===== config.mk =====
export PLATFORM = sky130hd
export DESIGN_NAME = instruction_loader
export DESIGN_NICKNAME = d
export VERILOG_FILES = /design/src/rtl/instruction_loader.sv
export SDC_FILE = /design/constraint.sdc
export NUM_CORES = 1
export LEC_CHECK = 0
export CORE_ASPECT_RATIO = 0.75
export CORE_UTILIZATION = 45
export CTS_CLUSTER_DIAMETER = 50
export CTS_CLUSTER_SIZE = 40
export DETAILED_ROUTE_END_ITERATION = 6
export PLACE_DENSITY = 0.73
export SLEW_MARGIN = 10
export SYNTH_ARGS = -nofsm -noshare
export SYNTH_HDL_FRONTEND = slang
export SYNTH_SLANG_ARGS = --single-unit

===== constraint.sdc =====
create_clock -name clk -period 3.52 [get_ports clk]
set_input_delay 0.528 -clock clk [delete_from_list [all_inputs] [get_ports clk]]
set_output_delay 0.528 -clock clk [all_outputs]
set_load 0.03 [all_outputs]

===== src/rtl/instruction_loader.sv =====
// rtl/instruction_loader.sv - boot-time loader: framed UART byte stream -> 16-bit instruction memory writes
// Holds the CPU while a frame is in flight and answers ACK/NAK through the transmitter.
module instruction_loader #(
  parameter int          ADDR_W      = 12,
  parameter int          TIMEOUT_CYC = 100000,
  parameter logic [7:0]  SYNC_BYTE   = 8'hA5
) (
  input  logic              clk,
  input  logic              reset,
  input  logic [7:0]        rx_data,
  input  logic              rx_valid,
  input  logic              tx_busy,
  output logic [7:0]        tx_data,
  output logic              tx_start,
  output logic [ADDR_W-1:0] iram_addr,
  output logic [15:0]       iram_wdata,
  output logic              iram_we,
  output logic              cpu_hold,
  output logic              load_done,
  output logic              load_error,
  output logic [ADDR_W:0]   words_loaded
);

  localparam int TW = $clog2(TIMEOUT_CYC + 1);

  typedef enum logic [2:0] {
    IDLE, CNT_HI, CNT_LO, DATA_HI, DATA_LO, CHECK, SEND_ACK, SEND_NAK
  } state_t;

  state_t state, state_nxt;

  logic [15:0]     cnt;
  logic [7:0]      data_hi;
  logic [7:0]      chk;
  logic [ADDR_W:0] index;
  logic [TW-1:0]   timer;

  logic [15:0]     cnt_new;
  logic [ADDR_W:0] index_inc;
  logic            cnt_bad;
  logic            last_word;
  logic            in_frame;
  logic            sync_hit;
  logic            timed_out;

  assign cnt_new   = {cnt[15:8], rx_data};
  assign index_inc = index + {{ADDR_W{1'b0}}, 1'b1};
  assign cnt_bad   = (cnt_new == 16'd0) || ({1'b0, cnt_new} > 17'(2**ADDR_W));
  assign last_word = 17'(index_inc) == {1'b0, cnt};
  assign in_frame  = (state == CNT_HI) || (state == CNT_LO) || (state == DATA_HI) ||
                     (state == DATA_LO) || (state == CHECK);
  assign sync_hit  = (state == IDLE) && rx_valid && (rx_data == SYNC_BYTE);
  // A byte arriving in the same cycle the timer expires still counts.
  assign timed_out = in_frame && !rx_valid && (timer == '0);
  assign cpu_hold  = (state != IDLE);

  always_ff @(posedge clk or posedge reset) begin
    if (reset) state <= IDLE;
    else       state <= state_nxt;
  end

  always_comb begin
    state_nxt = state;
    case (state)
      IDLE:     if (sync_hit) state_nxt = CNT_HI;
      CNT_HI:   if (rx_valid) state_nxt = CNT_LO;
      CNT_LO:   if (rx_valid) state_nxt = cnt_bad ? SEND_NAK : DATA_HI;
      DATA_HI:  if (rx_valid) state_nxt = DATA_LO;
      DATA_LO:  if (rx_valid) state_nxt = last_word ? CHECK : DATA_HI;
      CHECK:    if (rx_valid) state_nxt = (rx_data == chk) ? SEND_ACK : SEND_NAK;
      SEND_ACK: if (!tx_busy) state_nxt = IDLE;
      SEND_NAK: if (!tx_busy) state_nxt = IDLE;
      default:  state_nxt = IDLE;
    endcase
    if (timed_out) state_nxt = IDLE;
  end

  always_ff @(posedge clk or posedge reset) begin
    if (reset) begin
      cnt          <= '0;
      data_hi      <= '0;
      chk          <= '0;
      index        <= '0;
      timer        <= '0;
      tx_data      <= '0;
      tx_start     <= 1'b0;
      iram_addr    <= '0;
      iram_wdata   <= '0;
      iram_we      <= 1'b0;
      load_done    <= 1'b0;
      load_error   <= 1'b0;
      words_loaded <= '0;
    end else begin
      tx_start   <= 1'b0;
      load_done  <= 1'b0;
      load_error <= 1'b0;
      iram_we    <= 1'b0;

      if (rx_valid && (state != IDLE || sync_hit)) timer <= TW'(TIMEOUT_CYC);
      else if (in_frame && timer != '0)            timer <= timer - TW'(1);

      case (state)
        IDLE: if (sync_hit) begin
          index        <= '0;
          chk          <= '0;
          words_loaded <= '0;
        end
        CNT_HI: if (rx_valid) begin
          cnt[15:8] <= rx_data;
          chk       <= chk ^ rx_data;
        end
        CNT_LO: if (rx_valid) begin
          cnt[7:0] <= rx_data;
          chk      <= chk ^ rx_data;
        end
        DATA_HI: if (rx_valid) begin
          data_hi <= rx_data;
          chk     <= chk ^ rx_data;
        end
        DATA_LO: if (rx_valid) begin
          iram_we      <= 1'b1;
          iram_addr    <= index[ADDR_W-1:0];
          iram_wdata   <= {data_hi, rx_data};
          index        <= index_inc;
          words_loaded <= index_inc;
          chk          <= chk ^ rx_data;
        end
        SEND_ACK: if (!tx_busy) begin
          tx_start  <= 1'b1;
          tx_data   <= 8'h06;
          load_done <= 1'b1;
        end
        SEND_NAK: if (!tx_busy) begin
          tx_start   <= 1'b1;
          tx_data    <= 8'h15;
          load_error <= 1'b1;
        end
        default: ;
      endcase

      if (timed_out) load_error <= 1'b1;
    end
  end

endmodule


==> results.json <==
{
  "run_status": "completed",
  "num_vias": 3921,
  "wl_per_cell_um": 15.91,
  "grtUsageTotal_pct": 21.40,
  "clock_tree.buffer_depth": 2,
  "unrepaired_setup_endpoints_after_global_routing": "false",
  "min_delay_worst_endpoint": "iram_wdata[13]",
  "worstHoldStart": "data_hi[5]",
  "yosys-top-cells-count": "123 x sky130_fd_sc_hd__nand2_1, 100 x sky130_fd_sc_hd__dfrtp_1, 40 x sky130_fd_sc_hd__o21ai_0",
  "grt_start_max_net_pins": 77,
  "setup_viol": 0,
  "worstSetupEndpointType": "flip-flop",
  "port_buffers": 61,
  "min_path_type": "reg -> reg",
  "final_max_slew_viol_count": 0,
  "row_count": 32,
  "fin_area_sq_um": 5942,
  "crit-reg2reg-launch": "index[0]",
  "postRouteAntennaNets": 0,
  "finalWeightedCongestion": 0.8659,
  "antenna_violations_before_repair": 0,
  "global_route.overflow_total": 0,
  "worst-r2r-setup-slack_ns": 0.94,
  "timing.setup.critical_path_class": "reg -> reg",
  "syn_to_layout_area_delta_pct": 21.09,
  "critical_path_peak_fanout": 9,
  "cts_setup_buffers": 0,
  "die-area_sq_um": 11330,
  "die-width_um": 122.6,
  "hold_depth": 2,
  "async_flop_share_pct": 100.0,
  "inserted_clock_buffers": 9,
  "place.detailed.instances": 690,
  "drt_pre_antenna_iters": 5,
  "cp_data_arrival_time_ns": 2.80,
  "postSynth.topFlopCell": "sky130_fd_sc_hd__dfrtp_1",
  "clockRootBuffer": "sky130_fd_sc_hd__clkbuf_16",
  "synth_sequential_area_ratio_pct": 50.99,
  "ff_to_ff_end": "state[1]",
  "drive_gt1_share_pct": 10.37,
  "critical_path_required_ns": 3.74,
  "cts-htree-levels": 3,
  "n_antenna_cell": 0,
  "final.min_clock_period_ns": 2.581,
  "layout_worst_path_cycle_share_pct": 73.32,
  "r2r.worst_path.cells": 7,
  "ys.warnings.count": 0,
  "n_fill_cell": 900,
  "synth_edf_count": 0,
  "max_freq_ghz": 0.3875,
  "power.leakage_nw": 2.558,
  "post-synth-top-area-cell": "sky130_fd_sc_hd__dfrtp_1",
  "post_dp_cell_area_sq_um": 5617,
  "worstSkewPairLatency_ns": 0.34,
  "viasPerCell": 5.562,
  "max-slew-margin-rel_pct": 47.50,
  "syn-mean-instance-area_sq_um": 9.529,
  "holdWs_ns": 0.4700,
  "dp.final_hpwl_um": 7569,
  "wire_length_of_the_first_global_routing_pass_um": 18870,
  "synth_top_area_share_pct": 50.99,
  "number_of_resized_instances_in_the_post_cts_repair_step": 0,
  "ioPinCount": 66,
  "start_util_pct": 46.96,
  "max_cap_violations": 0,
  "num-nets-final": 579,
  "wl_um": 11220,
  "syn_inst": 515,
  "die_h_um": 92.44,
  "yosys.cell_count.top_type": "sky130_fd_sc_hd__nand2_1",
  "grt_pass1_vias": 3892,
  "stdcell_count": 705,
  "synth_cell_type_count": 58,
  "post_synth_main_area_contributors": "sky130_fd_sc_hd__dfrtp_1 51%, sky130_fd_sc_hd__nand2_1 9.4%, sky130_fd_sc_hd__mux2_2 5.5%",
  "clk_slew_on_worst_s_h_paths_ns": 0.06,
  "multi_input_comb_area_sq_um": 2240,
  "cts_tree": "yes",
  "synthesis_stage_register_bit_count": 100,
  "irDropWorstVdd_mv": 0.4505,
  "hold_buffers_post_cts": 0,
  "worstMarginPinSlew_ns": 0.7815,
  "design.core.area_sq_um": 10450,
  "setup-tns-final_ns": 0,
  "hold_viol_final": 0,
  "sequential_cell_area_sq_um": 2502,
  "syn-cell-area_sq_um": 4907,
  "cts.sink_count": 100,
  "drt_iter0_drc": 330,
  "cellPowerDensity_nw_per_um2": 792.9,
  "start_kind": "flip-flop",
  "clock-skew-final_ns": 0.008861,
  "post-route-drc-count": 0
}
## stage by stage
stage               utilization, %  worst slack (ns)  power (mW)
floorplan                        -            0.3732       3.078
global placement             53.75            0.8271       3.591
detailed placement           53.75            0.7048       3.655
CTS                          56.86            0.9445       4.739
global route                 56.86            0.7763       5.007
finish                       56.86            0.9390       4.712
## cell families (layout without fill, tap and decap cells)
logic type,after synthesis,in the layout,share of synthesized area [%]
adders and majority gates,2,2,0.5099
and+or+nand+nor,237,237,23.58
AOI/OAI and AO/OA,81,81,10.35
DFF,100,100,50.99
other,1,4,0.07642
xor gates and xnor gates,29,29,5.176
buffers and inverters,40,91,3.595
muxes,25,25,5.711
## worst max-delay path: stages (launching register included)
cell                      delay [ns]
sky130_fd_sc_hd__dfrtp_1        0.53
sky130_fd_sc_hd__ha_1           0.31
sky130_fd_sc_hd__nand3_1        0.26
sky130_fd_sc_hd__or4b_2         0.68
sky130_fd_sc_hd__a31oi_1        0.15
sky130_fd_sc_hd__o22ai_1        0.10
sky130_fd_sc_hd__and4b_1        0.34
sky130_fd_sc_hd__o21ai_1        0.09
## layer usage
layer  part of all wire [%]  global-route usage, %  vias to the layer above
li1                       -                      -                     1868
met1                     49                  29.85                     1922
met2                     46                  32.68                      122
met3                    4.9                  6.158                        9
met4                   0.70                  5.285                        0
met5                      0                      0                        -
## state kept, by name, summed over array words and instances (netlist names), 3 cells and up
signal,cells
timer,17
cnt,16
iram_wdata,16
index,13
iram_addr,12
chk,8
data_hi,8
state,3
tx_data,3
## worst max-delay path by stage
stage / from / endpoint / slack, ns / cells past startpoint
2_1_floorplan: reset / chk[0] / 0.37 / 1
6_report: index[0] / state[1] / 0.94 / 7
3_5_place_dp: rx_data[1] / state[2] / 0.70 / 7
3_3_place_gp: rx_data[4] / state[2] / 0.83 / 7
4_1_cts: state[2] / cpu_hold / 0.94 / 3
5_1_grt: index[0] / state[1] / 0.78 / 7
## cells in the final DEF (no fill, tap or decap), types with 13 or more instances in the layout
cell type	Yosys	routed
sky130_fd_sc_hd__nand2b_1	18	18
sky130_fd_sc_hd__nand2_1	123	123
sky130_fd_sc_hd__o21ai_0	40	40
sky130_fd_sc_hd__nor2_1	24	24
sky130_fd_sc_hd__mux2_2	24	24
sky130_fd_sc_hd__clkdlybuf4s50_1	0	61
sky130_fd_sc_hd__nand3_1	14	14
sky130_fd_sc_hd__dfrtp_1	100	100
sky130_fd_sc_hd__xor2_1	16	16
sky130_fd_sc_hd__xnor2_1	13	13
## final cells by class
class,instances,share of cell area (%)
clock buffers,11,4.254
clock inverters,4,1.221
inverters,9,0.6107
multi-input cells,378,37.69
flip-flops and latches,100,42.11
well taps,136,2.864
repair buffers,67,11.24
## power breakdown
| part | switching [mW] | total [mW] | internal (mW) |
|---|---|---|---|
| sequential | 0.337 | 1.86 | 1.52 |
| combinational | 1.01 | 1.79 | 0.784 |
| clock | 0.408 | 1.06 | 0.656 |
| total | 1.75 | 4.71 | 2.96 |
No activity file was read; power rests on OpenSTA's default activity.
